===== src/rtl/shk_slave_regfile.sv =====
// shk bus responder backed by REG_NUM 32-bit registers at ADDR_BASE; register 0 is exported as o_reg_ctrl.
// Define SHK_SLAVE_ERR_EN to add o_shk_err and return ERR_DATA on decode errors.
module shk_slave_regfile #(
  parameter logic [31:0] ADDR_BASE = 32'h0000_1000,
  parameter int          REG_NUM   = 8,
  parameter int          RESP_LAT  = 2
`ifdef SHK_SLAVE_ERR_EN
  , parameter logic [31:0] ERR_DATA = 32'hDEAD_BEEF
`endif
) (
  input  logic        i_sys_clk,
  input  logic        i_sys_resetn,
  input  logic        i_shk_valid,
  input  logic        i_shk_msync,
  input  logic [31:0] i_shk_mdata,
  input  logic [31:0] i_shk_maddr,
  output logic        o_shk_ready,
  output logic        o_shk_ssync,
  output logic [31:0] o_shk_sdata,
  output logic [31:0] o_shk_saddr,
  output logic [31:0] o_reg_ctrl
`ifdef SHK_SLAVE_ERR_EN
  , output logic      o_shk_err
`endif
);

  localparam int         IDXW     = $clog2(REG_NUM);
  localparam logic [1:0] ST_IDLE  = 2'd0;
  localparam logic [1:0] ST_WAIT  = 2'd1;
  localparam logic [1:0] ST_RESP  = 2'd2;
  localparam logic [3:0] CNT_INIT = 4'(RESP_LAT - 1);

  logic [1:0]                 state_q, state_d;
  logic [3:0]                 cnt_q, cnt_d;
  logic                       ready_q, ready_d;
  logic                       wr_q, wr_d;
  logic                       bad_q, bad_d;
  logic [IDXW-1:0]            idx_q, idx_d;
  logic [31:0]                addr_q, addr_d;
  logic [31:0]                data_q, data_d;
  logic [31:0]                sdata_q, sdata_d;
  logic [31:0]                saddr_q, saddr_d;
  logic                       err_q, err_d;
  logic [REG_NUM-1:0][31:0]   regs_q, regs_d;

  logic            accept, in_bad, enter_resp;
  logic [31:0]     off;
  logic [IDXW-1:0] in_idx;
  logic            sel_wr, sel_bad;
  logic [IDXW-1:0] sel_idx;
  logic [31:0]     sel_addr, sel_data, bad_data;

  assign accept = i_shk_valid & ready_q;
  assign off    = i_shk_maddr - ADDR_BASE;
  assign in_bad = (i_shk_maddr < ADDR_BASE) || (off >= 32'(4 * REG_NUM)) ||
                  (i_shk_maddr[1:0] != 2'b00);
  assign in_idx = off[IDXW+1:2];

  // With RESP_LAT=1 the response is built on the accept edge itself, before the latches hold the request.
  always_comb begin
    sel_wr   = (state_q == ST_IDLE) ? i_shk_msync : wr_q;
    sel_bad  = (state_q == ST_IDLE) ? in_bad      : bad_q;
    sel_idx  = (state_q == ST_IDLE) ? in_idx      : idx_q;
    sel_addr = (state_q == ST_IDLE) ? i_shk_maddr : addr_q;
    sel_data = (state_q == ST_IDLE) ? i_shk_mdata : data_q;
`ifdef SHK_SLAVE_ERR_EN
    bad_data = ERR_DATA;
`else
    bad_data = sel_wr ? sel_data : 32'h0;
`endif
  end

  always_comb begin
    state_d    = state_q;
    cnt_d      = cnt_q;
    ready_d    = ready_q;
    wr_d       = wr_q;
    bad_d      = bad_q;
    idx_d      = idx_q;
    addr_d     = addr_q;
    data_d     = data_q;
    sdata_d    = sdata_q;
    saddr_d    = saddr_q;
    regs_d     = regs_q;
    enter_resp = 1'b0;
    case (state_q)
      ST_IDLE: begin
        ready_d = 1'b1;
        if (accept) begin
          ready_d = 1'b0;
          wr_d    = i_shk_msync;
          bad_d   = in_bad;
          idx_d   = in_idx;
          addr_d  = i_shk_maddr;
          data_d  = i_shk_mdata;
          cnt_d   = CNT_INIT;
          if (RESP_LAT > 1) state_d = ST_WAIT;
          else begin
            state_d    = ST_RESP;
            enter_resp = 1'b1;
          end
          if (i_shk_msync && !in_bad) regs_d[in_idx] = i_shk_mdata;
        end
      end
      ST_WAIT: begin
        if (cnt_q <= 4'd1) begin
          state_d    = ST_RESP;
          enter_resp = 1'b1;
        end else cnt_d = cnt_q - 4'd1;
      end
      ST_RESP: begin
        state_d = ST_IDLE;
        ready_d = 1'b1;
      end
      default: state_d = ST_IDLE;
    endcase
    // Read data is sampled from the bank on the edge that enters RESP.
    if (enter_resp) begin
      saddr_d = sel_addr;
      if (sel_bad)     sdata_d = bad_data;
      else if (sel_wr) sdata_d = sel_data;
      else             sdata_d = regs_q[sel_idx];
    end
    err_d = enter_resp & sel_bad;
  end

  always_ff @(posedge i_sys_clk or negedge i_sys_resetn) begin
    if (!i_sys_resetn) begin
      state_q <= ST_IDLE;
      cnt_q   <= '0;
      ready_q <= 1'b0;
      wr_q    <= 1'b0;
      bad_q   <= 1'b0;
      idx_q   <= '0;
      addr_q  <= '0;
      data_q  <= '0;
      sdata_q <= '0;
      saddr_q <= '0;
      err_q   <= 1'b0;
      regs_q  <= '0;
    end else begin
      state_q <= state_d;
      cnt_q   <= cnt_d;
      ready_q <= ready_d;
      wr_q    <= wr_d;
      bad_q   <= bad_d;
      idx_q   <= idx_d;
      addr_q  <= addr_d;
      data_q  <= data_d;
      sdata_q <= sdata_d;
      saddr_q <= saddr_d;
      err_q   <= err_d;
      regs_q  <= regs_d;
    end
  end

  assign o_shk_ready = ready_q;
  assign o_shk_ssync = (state_q == ST_RESP);
  assign o_shk_sdata = sdata_q;
  assign o_shk_saddr = saddr_q;
  assign o_reg_ctrl  = regs_q[0];
`ifdef SHK_SLAVE_ERR_EN
  assign o_shk_err   = err_q;
`else
  logic unused_err;
  assign unused_err  = err_q;
`endif

endmodule


===== config.mk =====
export PLATFORM = sky130hd
export DESIGN_NAME = shk_slave_regfile
export DESIGN_NICKNAME = d
export VERILOG_FILES = /design/src/rtl/shk_slave_regfile.sv
export SDC_FILE = /design/constraint.sdc
export NUM_CORES = 1
export LEC_CHECK = 0
export BUFFER_PORTS_ARGS = -buffer_cell sky130_fd_sc_hd__buf_2
export CAP_MARGIN = 15
export CORE_ASPECT_RATIO = 1.2
export CORE_MARGIN = 5
export CORE_UTILIZATION = 54
export DETAILED_ROUTE_END_ITERATION = 16
export GPL_ROUTABILITY_DRIVEN = 0
export PLACE_DENSITY = 0.81
export SYNTH_ARGS = -nofsm -noshare
export SYNTH_HDL_FRONTEND = slang
export SYNTH_SLANG_ARGS = --single-unit

===== constraint.sdc =====
create_clock -name i_sys_clk -period 2.56 [get_ports i_sys_clk]
set_input_delay 0.512 -clock i_sys_clk [delete_from_list [all_inputs] [get_ports i_sys_clk]]
set_output_delay 0.512 -clock i_sys_clk [all_outputs]
set_load 0.1 [all_outputs]

== Yosys cells after proc, flatten, opt, wreduce, memory -nomap -nowiden ==
Index checks and enable logic that the tools add are counted.
Storage, ports and cells
  register bits: 396
  input bits: 68
  output and inout bits: 98
Operators by class
  add/subtract/negate cells: 2
  magnitude comparators: 6
  eq/ne operators: 5
  muxes and demuxes: 23
  bitwise operators: 1
  reductions and logical operators: 13
Operators by type and width (number)
  $bwmux 256: 1
  $mux 32: 7
  $bmux 32 s3: 1
  $demux 32 s3: 1
  $ge 32x6->1 const B: 1
  $lt 32x13->1 const B: 1
  $sub 32x13->32 const B: 1
  $lt 3x4->1 const B: 2
  $mux 4: 2
  $pmux 4 s2: 1
  $ne 2x2->1 const B: 3
  $reduce_and 3->1: 2
  $reduce_bool 2->1: 3
  $mux 1: 5
  $le 4x1->1 const B: 1
  $mux 2: 2
  $pmux 2 s2: 1
  $reduce_and 2->1: 2
  $sub 4x1->4 const B: 1
  $ge 3x1->1 const B: 1
  $mux 3: 1
  $eq 2x1->1 const B: 1
  $eq 2x2->1 const B: 1
  $logic_and 1x1->1: 2
  5 further kinds: 6

== Longest topological paths before layout ==
Gate-level depths: netlist of the first run.
  depth in word-level cells: 7
  mapped depth: 11
  mapped depth without buffers: 9

== Worst setup path before layout of the first run ==
No wires, ideal clock.
  path type: reg2reg
  from: register ready_q, in the netlist o_shk_ready
  to: register regs_q[65] (netlist name)
  setup time: 125 ps
  data arrival time: 2883 ps
  slack: -448 ps
  cell stages (with the launch flop): 9
  buffers on the path: 2
  clock period less this slack: 3008 ps
  cell sequence: dfrtp_1 > nor4bb_1 > clkbuf_1 > nand4_1 > nor4_1 > nand2_1 > nor2_1 > buf_2 > mux2_2
Between the ends
  word-level cells in the longest chain between the ends: 2
RTL lines
  start: declaration: RTL line 35  | logic ready_q, ready_d;
  start signal: assignment: RTL line 144  | ready_q <= ready_d;
  $and 1x1->1: RTL line 53  | assign accept = i_shk_valid & ready_q;
  $reduce_and 3->1 (no line)
  end signal: assignment: RTL line 153  | regs_q <= regs_d;
  end: declaration: RTL line 44  | logic [REG_NUM-1:0][31:0] regs_q, regs_d;
No other way between the ends.
A chain may end at the register's enable or synchronous reset.

== Worst setup path in the final report of the first run ==
  from: input i_shk_maddr[17]
  to: register regs_q[189] (netlist name)
Between the ends
  word-level cells in the longest chain between the ends: 7
RTL lines
  start: declaration: RTL line 16  | input logic [31:0] i_shk_maddr,
  $sub 32x13->32: RTL line 54  | assign off = i_shk_maddr - ADDR_BASE;
  $ge 32x6->1: RTL line 55  | assign in_bad = (i_shk_maddr < ADDR_BASE) || (off >= 32'(4 * REG_NUM)) ||
  $logic_or 1x1->1 * (2 in a row): RTL line 55
  $logic_not 1->1 *: RTL line 102  | if (i_shk_msync && !in_bad) regs_d[in_idx] = i_shk_mdata;
  $logic_and 1x1->1 *: RTL line 102
  $reduce_and 3->1 (no line) *
Mark *: on every way between the ends. The rest lies on a longest branch, timed or not.

==> run_results.csv, run 1 <==
group,metric,value,unit
place,io_buffers,165,
worst_setup_path,start_kind,"primary input",
sta,slew_violations,0,
power,ir_drop,0.753,mV
floorplanning,die_w,175,microns
worst_setup_path,cp_max_fo,9,
cells_and_area,final_cell_mix,"dfrtp_1 (390), nand2_1 (288), mux2_2 (257), buf_2 (164), mux2_4 (60)",
synthesis,synth_edf_count,0,
cells_and_area,antenna_cells,0,
sta,whs,0.243,ns
sta,max_freq,0.403,GHz
routing,drtIter0Drc,1024,
synthesis,yosysSeqAreaShare,55.9,%
cells_and_area,drive_gt1_share,39.2,%
cells_and_area,final_nets,1681,
worst_hold_path,hold_path_end,"addr_q[7]",
floorplanning,num_rows,72,
place,dp_slack,-0.430,ns
sta,min_period,2.48,ns
floorplanning,pin_count,166,
synthesis,yosysWarnings,0,
power,p_per_area,1120,mW/mm^2
floorplanning,die_area,0.0363,sq mm
synthesis,synth_nets,1522,
synthesis,yosys-top-cells-area,"dfrtp_1 (56%), mux2_2 (16%), nand2_1 (6.2%)",
power,power.total,0.0230,W
worst_setup_path,timing.rr.end,"regs_q[189]",
synthesis,synthArstFlopShare,100,%
routing,num_vias,12400,
worst_setup_path,worstSetupPathType,"primary input to flop",
cells_and_area,final_cell_area,0.0205,sq mm
synthesis,yosysTopAreaCell,"dfrtp_1",
outcome,status,"completed",
synthesis,synth_area,0.0176,sq mm
grt,grt_start_max_net_pins,74,
place,dpl_cell_area,0.0192,sq mm
worst_hold_path,hold_path.class,"primary input to flop",
grt,grt_pass1_vias,13100,
synthesis,synth_flop_cell,"dfrtp_1",
worst_setup_path,cp.required,2.97,ns
clock_network,clkSlewWorstSetupHoldPaths,0.06,ns
worst_setup_path,rr_worst_depth,7,
sta,slew_headroom,41.0,%
sta,hold_viol_final,0,
cells_and_area,utilization,63.6,%
synthesis,synth_top_area_share,55.9,%
cells_and_area,layout_commonest_cell,"dfrtp_1",
worst_setup_path,reg2reg_from,"state_q[0]",
clock_network,clockBufferDepth,3,
worst_setup_path,r2r_slack,0.08,ns
routing,detail-route-antenna-nets,0,
job,maxCapViolCount,0,
routing,routed_via_density,6.05,
floorplanning,initial_core_util,54.7,%
routing,wl_per_cell,21.9,microns
synthesis,synth_area_per_cell,12.1,sq um
sta,skew,0.0145,ns
floorplanning,coreArea,0.0322,sq mm
floorplanning,fp.dieH,208,microns
synthesis,synthCells,1452,
grt,grt_pass1_wl,71.9,mm
routing,highest_layer,"met5",
worst_hold_path,hp-start,"i_shk_maddr[7]",
routing,detail_route.first_pass.iterations,6,
synthesis,ys_ff_latch,393,
grt,grt_usage,24.4,%
worst_hold_path,holdPathStages,2,
grt,overflow,0,
sta,finalSetupViolations,0,
worst_setup_path,end_kind,"flop",
power,leakagePower,10.1,nW
routing,route.met3.wl,3.17,mm
cells_and_area,n_fill_cell,2315,
sta,setup_slack,0.0756,ns
clock_network,cts_made_buffers,39,
clock_network,cts_tree,"built",
clock_network,clock_sinks,393,
routing,m1WireLength,18.3,mm
worst_setup_path,setup.worst_path.start,"i_shk_maddr[17]",
clock_network,htree_levels,2,
routing,wl_met2,21.8,mm
routing,drc_errors,0,
worst_setup_path,cp.arrival,2.89,ns
synthesis,synth.distinct_cells,44,
grt,antenna_found_initial,5,
routing,postRouteWirelength,44.8,mm
clock_network,clk_latency,0.53,ns
sta,fin_crit_sh,97.0,%
clock_network,root_buffer,"clkbuf_16",
place,dp_hpwl,28.0,mm
sta,worstMarginPinSlew,0.886,ns
cells_and_area,synthToLayoutAreaGrowth,16.4,%
## cells by family after synthesis
logic type | after synthesis | share of synthesized area, %
muxes | 359 | 24.0
AOI/OAI and AO/OA | 143 | 5.67
xor gates and xnor gates | 3 | 0.149
DFF | 393 | 55.9
adders and majority gates | 2 | 0.142
and+or+nand+nor | 419 | 10.2
buffers and inverters | 133 | 3.95
## worst max-delay path by stage
stage	end	slack (ns)	cells past startpoint
finish	regs_q[189]	0.08	9
CTS	regs_q[111]	0.04	7
floorplan	regs_q[129]	-0.02	8
global placement	regs_q[138]	-0.40	9
detailed placement	regs_q[141]	-0.43	9
global route	regs_q[95]	-0.03	7
## metrics by stage
step                setup TNS (ns)  cells
finish                           0   2042
global route                -0.381   2042
CTS                              0   2041
detailed placement          -85.86   1975
global placement            -76.83   1975
floorplan                    -1.20   1452
## report_power, final
group | switching [W] | internal (W) | total (W)
Clock | 0.00233 | 0.00315 | 0.00548
Combinational | 0.00727 | 0.00237 | 0.00964
Sequential | 0.000583 | 0.00730 | 0.00789
Total | 0.0102 | 0.0128 | 0.0230
## state kept, by name (all words and copies together) (netlist names)
signal / cells
cnt_q: 4
o_reg_ctrl: 32
state_q: 2
bad_q: 1
o_shk_sdata: 32
data_q: 32
idx_q: 2
addr_q: 30
regs_q: 224
o_shk_saddr: 32
o_shk_ready: 1
wr_q: 1
## routing by layer
layer | vias up | track usage, %
met5 | - | 0
met4 | 10 | 8.92
met3 | 139 | 4.92
met2 | 538 | 40.6
met1 | 6269 | 32.0
li1 | 5395 | -
## layout make-up
| cell class | count | area (sq um) | share of cell area, % |
|---|---|---|---|
| sequential | 393 | 9840 | 48.1 |
| clock buffer | 57 | 1170 | 5.70 |
| multi-input combinational | 926 | 7160 | 35.0 |
| timing repair buffer | 243 | 1710 | 8.36 |
| tap | 407 | 509 | 2.49 |
| clock inverter | 8 | 47.5 | 0.232 |
| inverter | 8 | 30.0 | 0.147 |
## Yosys cell counts (2+ instances only)
cell and number:
dfrtp_1 393, nand2_1 289, mux2_2 257, clkbuf_1 62, mux2_4 60, a31oi_1 46, nand3_1 42, mux2i_1 37
a32oi_1 36, nor2_1 34, buf_4 32, buf_2 24, a21oi_1 21, a211oi_1 15, and3_1 15, o211ai_1 14
inv_1 7, nor4_1 7, buf_6 6, nor3_1 6, mux2_1 5, o21ai_0 5, or3_1 4, and2_1 3
nand3b_1 3, nand4_1 3, nor3_2 3, a21o_1 2, ha_1 2, nor4b_1 2, nor4bb_1 2, or4_1 2
xor2_1 2
## worst max-delay path: stages
cell	delay (ns)
buf_2	0.11
or4_4	0.56
nor3_2	0.23
and3_1	0.20
o21ai_2	0.09
buf_12	0.16
or3_2	0.49
buf_4	0.23
mux2_4	0.31
## repair_timing
item	in CTS	in global routing
buffers inserted	0	1
endpoints found under the hold margin	55	0
hold buffers	1	0
gates resized for setup	1	5
pin swaps	0	3
setup endpoints to repair	18	84
Note: power is estimated with default switching activity, not from simulation.
==> inputs of run 2 (changes only) <==
Settings changed: CORE_UTILIZATION 54 to 59, PLACE_DENSITY 0.81 to 0.83.
Clock period 2.56 ns to 2.75 ns, I/O delays scaled along.
==> run_results.csv, run 2 (synthesis results as in run 1) <==
group,metric,value,unit
routing,routed_via_density,6.12,
clock_network,root_buffer,"clkbuf_16",
worst_setup_path,crit_family,"simple AND/OR/NAND/NOR gates",
sta,finalSetupViolations,0,
worst_setup_path,crit_chain,"nor4bb_4, nand4_1, nor4_2, buf_4, nand2_1, nor2_4, buf_12, mux2_2",
routing,wl_per_cell,22.2,microns
cells_and_area,layout_commonest_cell,"dfrtp_1",
cells_and_area,largest_reg_flops,224,
worst_hold_path,hold_path.class,"primary input to asynchronous set/reset pin",
sta,whs,-0.00450,ns
routing,wl_met2,21.9,mm
floorplanning,num_rows,69,
cells_and_area,drive_gt1_share,38.9,%
power,p_per_area,1060,mW/mm^2
grt,grt_usage,26.8,%
routing,drc_errors,0,
clock_network,cts_setup_buffers,0,
outcome,violations,"negative hold slack",
cells_and_area,utilization,69.3,%
routing,num_vias,12400,
worst_setup_path,rr_worst_depth,8,
power,ir_drop,1.17,mV
floorplanning,fp.dieH,199,microns
worst_setup_path,cp.required,3.16,ns
routing,drtIter0Drc,1030,
grt,antenna_found_initial,1,
routing,highest_layer,"met4",
worst_setup_path,timing.rr.end,"regs_q[88]",
grt,grt_start_max_net_pins,72,
clock_network,cts_made_buffers,38,
worst_setup_path,critPathSlowestCell,"dfrtp_1",
worst_setup_path,cp.arrival,2.98,ns
cells_and_area,instances_no_fill,2025,
floorplanning,pin_count,166,
clock_network,clock_sinks,393,
routing,detail_route.first_pass.iterations,5,
power,power.total,0.0217,W
sta,fin_crit_sh,93.5,%
job,maxCapViolCount,0,
sta,max_freq,0.389,GHz
sta,worstMarginPinSlew,0.744,ns
clock_network,htree_levels,2,
routing,route.met3.wl,2.97,mm
grt,grt_pass1_wl,71.6,mm
worst_setup_path,cp_max_fo,16,
sta,slew_headroom,50.4,%
grt,grt_pass1_vias,13200,
worst_setup_path,cp_slowest_stage_delay,0.47,ns
floorplanning,coreArea,0.0295,sq mm
worst_setup_path,r2r_slack,0.18,ns
sta,slew_violations,0,
grt,overflow,0,
outcome,status,"finished with violations",
place,dp_hpwl,28.1,mm
floorplanning,die_area,0.0334,sq mm
worst_setup_path,cp.buffers_inverters,2,
sta,min_period,2.57,ns
sta,hold_viol_final,2,
routing,postRouteWirelength,45.0,mm
routing,m1WireLength,18.3,mm
floorplanning,initial_core_util,59.6,%
routing,detail-route-antenna-nets,0,
place,io_buffers,165,
sta,skew,0.0121,ns
place,dpl.cell_count,1956,
clock_network,holdBufCountCts,0,
clock_network,clk_latency,0.54,ns
clock_network,ctsResizeCount,0,
cells_and_area,synthToLayoutAreaGrowth,16.3,%
cells_and_area,top_register,"regs_q",
cells_and_area,final_cell_mix,"dfrtp_1 (392), nand2_1 (288), mux2_2 (257), buf_2 (164), mux2_4 (60)",
worst_setup_path,start_kind,"flop",
worst_setup_path,reg2reg_from,"state_q[1]",
cells_and_area,final_nets,1676,
floorplanning,die_w,168,microns
sta,grt_setup_unrepaired,"false",
worst_setup_path,end_kind,"flop",
power,leakagePower,10.1,nW
clock_network,clockBufferDepth,3,
clock_network,cts_tree,"built",
clock_network,clkSlewWorstSetupHoldPaths,0.07,ns
worst_setup_path,worstSetupPathType,"flop to flop",
==> run 2: cell count changes in the layout (fill, tap and decap cells not counted), moves of 2 or more <==
cell | before | now
dfrtp_1 | 390 | 392
buf_4 | 54 | 51
or4_4 | 2 | 0
bufinv_16 | 0 | 2
inv_6 | 2 | 0
or4_1 | 0 | 2
==> run 2: layout make-up <==
cell class,instances,area (sq um)
Antenna cell,1,2.50
Clock buffer,58,1180
Clock inverter,10,104
Fill cell,1958,9070
Inverter,8,30.0
Multi-Input combinational cell,926,7140
Sequential cell,393,9840
Tap cell,390,488
Timing Repair Buffer,239,1680
==> run 2: where the power goes <==
part           total [W]  switching (W)  internal, W
logic            0.00905        0.00680      0.00225
clock network    0.00535        0.00220      0.00315
registers        0.00733       0.000540      0.00679
==> run 2: through the flow <==
stage	hold WS [ns]	TNS (ns)	cell area (sq um)	setup WS, ns
final	-0.00450	0	20500	0.179
after global routing	0.0275	0	20500	0.0697
after CTS	0.00224	0	20400	0.136
after detailed placement	0.451	-51.23	19200	-0.259
after global placement	0.442	-40.51	19200	-0.234
after floorplan	0.254	0	17600	0.0180
==> run 2: how the worst max path moves through the flow <==
stage / from / to / depth (start not counted)
final: state_q[1] / regs_q[88] / 8
after global routing: state_q[1] / regs_q[88] / 8
after CTS: state_q[1] / regs_q[88] / 8
after detailed placement: i_shk_maddr[17] / regs_q[163] / 8
after global placement: i_shk_maddr[17] / regs_q[154] / 8
after floorplan: o_shk_ready / regs_q[65] / 8
==> run 2: per-layer routing <==
metal	up-vias	GRT usage (%)
met5	-	0
met4	0	12.9
met3	139	4.93
met2	521	44.4
met1	6345	34.6
li1	5391	-
==> run 2: worst register-to-register path: stages (launching register included) <==
cell and delay [ns]:
dfrtp_1 0.47, nor4bb_4 0.45, nand4_1 0.23, nor4_2 0.28, buf_4 0.19, nand2_1 0.08, nor2_4 0.17, buf_12 0.20
mux2_2 0.37
==> inputs of run 3 (changes only) <==
Settings changed: HOLD_SLACK_MARGIN from default to 0.1.
==> run_results.csv, run 3 (synthesis results as in run 1) <==
group,metric,value,unit
outcome,status,"completed",
sta,slew_violations,0,
floorplanning,pin_count,166,
routing,drtIter0Drc,1126,
cells_and_area,top_register,"regs_q",
sta,max_freq,0.390,GHz
floorplanning,die_w,168,microns
cells_and_area,largest_reg_flops,224,
clock_network,htree_levels,2,
worst_setup_path,cp.arrival,2.97,ns
grt,met3_usage,4.93,%
clock_network,clkSlewWorstSetupHoldPaths,0.06,ns
job,maxCapViolCount,0,
floorplanning,initial_core_util,59.6,%
grt,grt_pass1_vias,13200,
sta,grt_setup_unrepaired,"false",
routing,routed_via_density,6.15,
clock_network,clk_latency,0.54,ns
sta,setup_tns,0,ns
grt,grt_pass1_wl,71.6,mm
cells_and_area,layout_commonest_cell,"dfrtp_1",
cells_and_area,final_nets,1677,
power,p_per_area,1060,mW/mm^2
power,ir_drop,1.17,mV
clock_network,cts_setup_buffers,0,
grt,antenna_found_initial,1,
floorplanning,coreArea,0.0295,sq mm
routing,detail_route.first_pass.iterations,5,
clock_network,cts_made_buffers,38,
place,dpl.cell_count,1956,
clock_network,cts_tree,"built",
routing,drc_errors,0,
cells_and_area,drive_gt1_share,38.9,%
sta,min_period,2.56,ns
cells_and_area,utilization,69.3,%
worst_hold_path,hold_path.class,"primary input to flop",
grt,top_usage_layer,"met2",
clock_network,clock_sinks,393,
grt,grt_use_met1,34.5,%
sta,worstMarginPinSlew,0.755,ns
floorplanning,die_area,0.0334,sq mm
routing,num_vias,12500,
worst_setup_path,cp.required,3.15,ns
cells_and_area,final_cell_mix,"dfrtp_1 (392), nand2_1 (288), mux2_2 (257), buf_2 (164), mux2_4 (60)",
worst_setup_path,r2r_slack,0.19,ns
routing,wl_per_cell,22.2,microns
worst_setup_path,end_kind,"flop",
grt,overflow,0,
place,io_buffers,165,
sta,slew_headroom,49.7,%
floorplanning,num_rows,69,
clock_network,clockBufferDepth,3,
worst_setup_path,start_kind,"flop",
worst_setup_path,cp_max_fo,16,
grt,grt_start_max_net_pins,72,
sta,skew,0.0124,ns
sta,finalSetupViolations,0,
cells_and_area,regArea,0.00984,sq mm
cells_and_area,synthToLayoutAreaGrowth,16.4,%
cells_and_area,instances_no_fill,2026,
routing,postRouteWirelength,45.1,mm
place,dp_hpwl,28.1,mm
worst_setup_path,worstSetupPathType,"flop to flop",
power,power.total,0.0217,W
routing,detail-route-antenna-nets,0,
sta,hold_viol_final,0,
floorplanning,fp.dieH,199,microns
power,leakagePower,10.1,nW
cells_and_area,n_fill_cell,1959,
grt,gr-usage-met2,44.4,%
sta,fin_crit_sh,93.3,%
cells_and_area,multi_input_area,0.00714,sq mm
grt,grt_usage,26.8,%
clock_network,root_buffer,"clkbuf_16",
-- run 3: where the power goes --
| group | internal (W) | switching (W) |
|---|---|---|
| Clock | 0.00315 | 0.00220 |
| Combinational | 0.00225 | 0.00681 |
| Sequential | 0.00679 | 0.000543 |
| Total | 0.0122 | 0.00955 |
-- run 3: area by class of cell --
cell class	count	area share, %
Timing Repair Buffer	240	8.25
Clock buffer	58	5.76
Inverter	8	0.147
Sequential cell	393	48.1
Clock inverter	10	0.507
Antenna cell	1	0.0122
Tap cell	390	2.38
Multi-Input combinational cell	926	34.9
-- run 3: metal layers --
| layer | wire (microns) | vias up |
|---|---|---|
| met1 | 18200 | 6372 |
| met4 | 1960 | 0 |
| met2 | 21800 | 542 |
| met3 | 3100 | 143 |
| li1 | - | 5393 |
| met5 | 0 | - |
-- run 3: through the flow --
stage | hold WS, ns | worst slack [ns] | area (sq um)
finish | 0.266 | 0.186 | 20500
global route | 0.257 | 0.0697 | 20500
CTS | 0.247 | 0.136 | 20500
detailed placement | 0.451 | -0.259 | 19200
global placement | 0.442 | -0.234 | 19200
floorplan | 0.254 | 0.0180 | 17600
-- run 3: path summary, 6_finish.rpt --
path	start	end	cells after the start
hold / removal	i_shk_maddr[6]	addr_q[6]	2
hold reg to reg	addr_q[26]	o_shk_saddr[26]	2
max in group asynchronous	i_sys_resetn	o_shk_sdata[21]	3
setup reg to reg	state_q[1]	regs_q[88]	8
min in group asynchronous	i_sys_resetn	o_reg_ctrl[13]	2
setup / recovery	state_q[1]	regs_q[88]	8
-- run 3: repair_timing --
action	CTS	global route
endpoints found under the hold margin	62	0
gates resized for setup	0	2
hold buffers	1	0
endpoints found under the setup margin	0	34
-- run 3: critical path, cell delays in order (launching register included) --
cell and delay (ns):
dfrtp_1 0.47, nor4bb_4 0.45, nand4_1 0.23, nor4_2 0.28
buf_4 0.18, nand2_1 0.08, nor2_4 0.17, buf_12 0.20
mux2_2 0.36
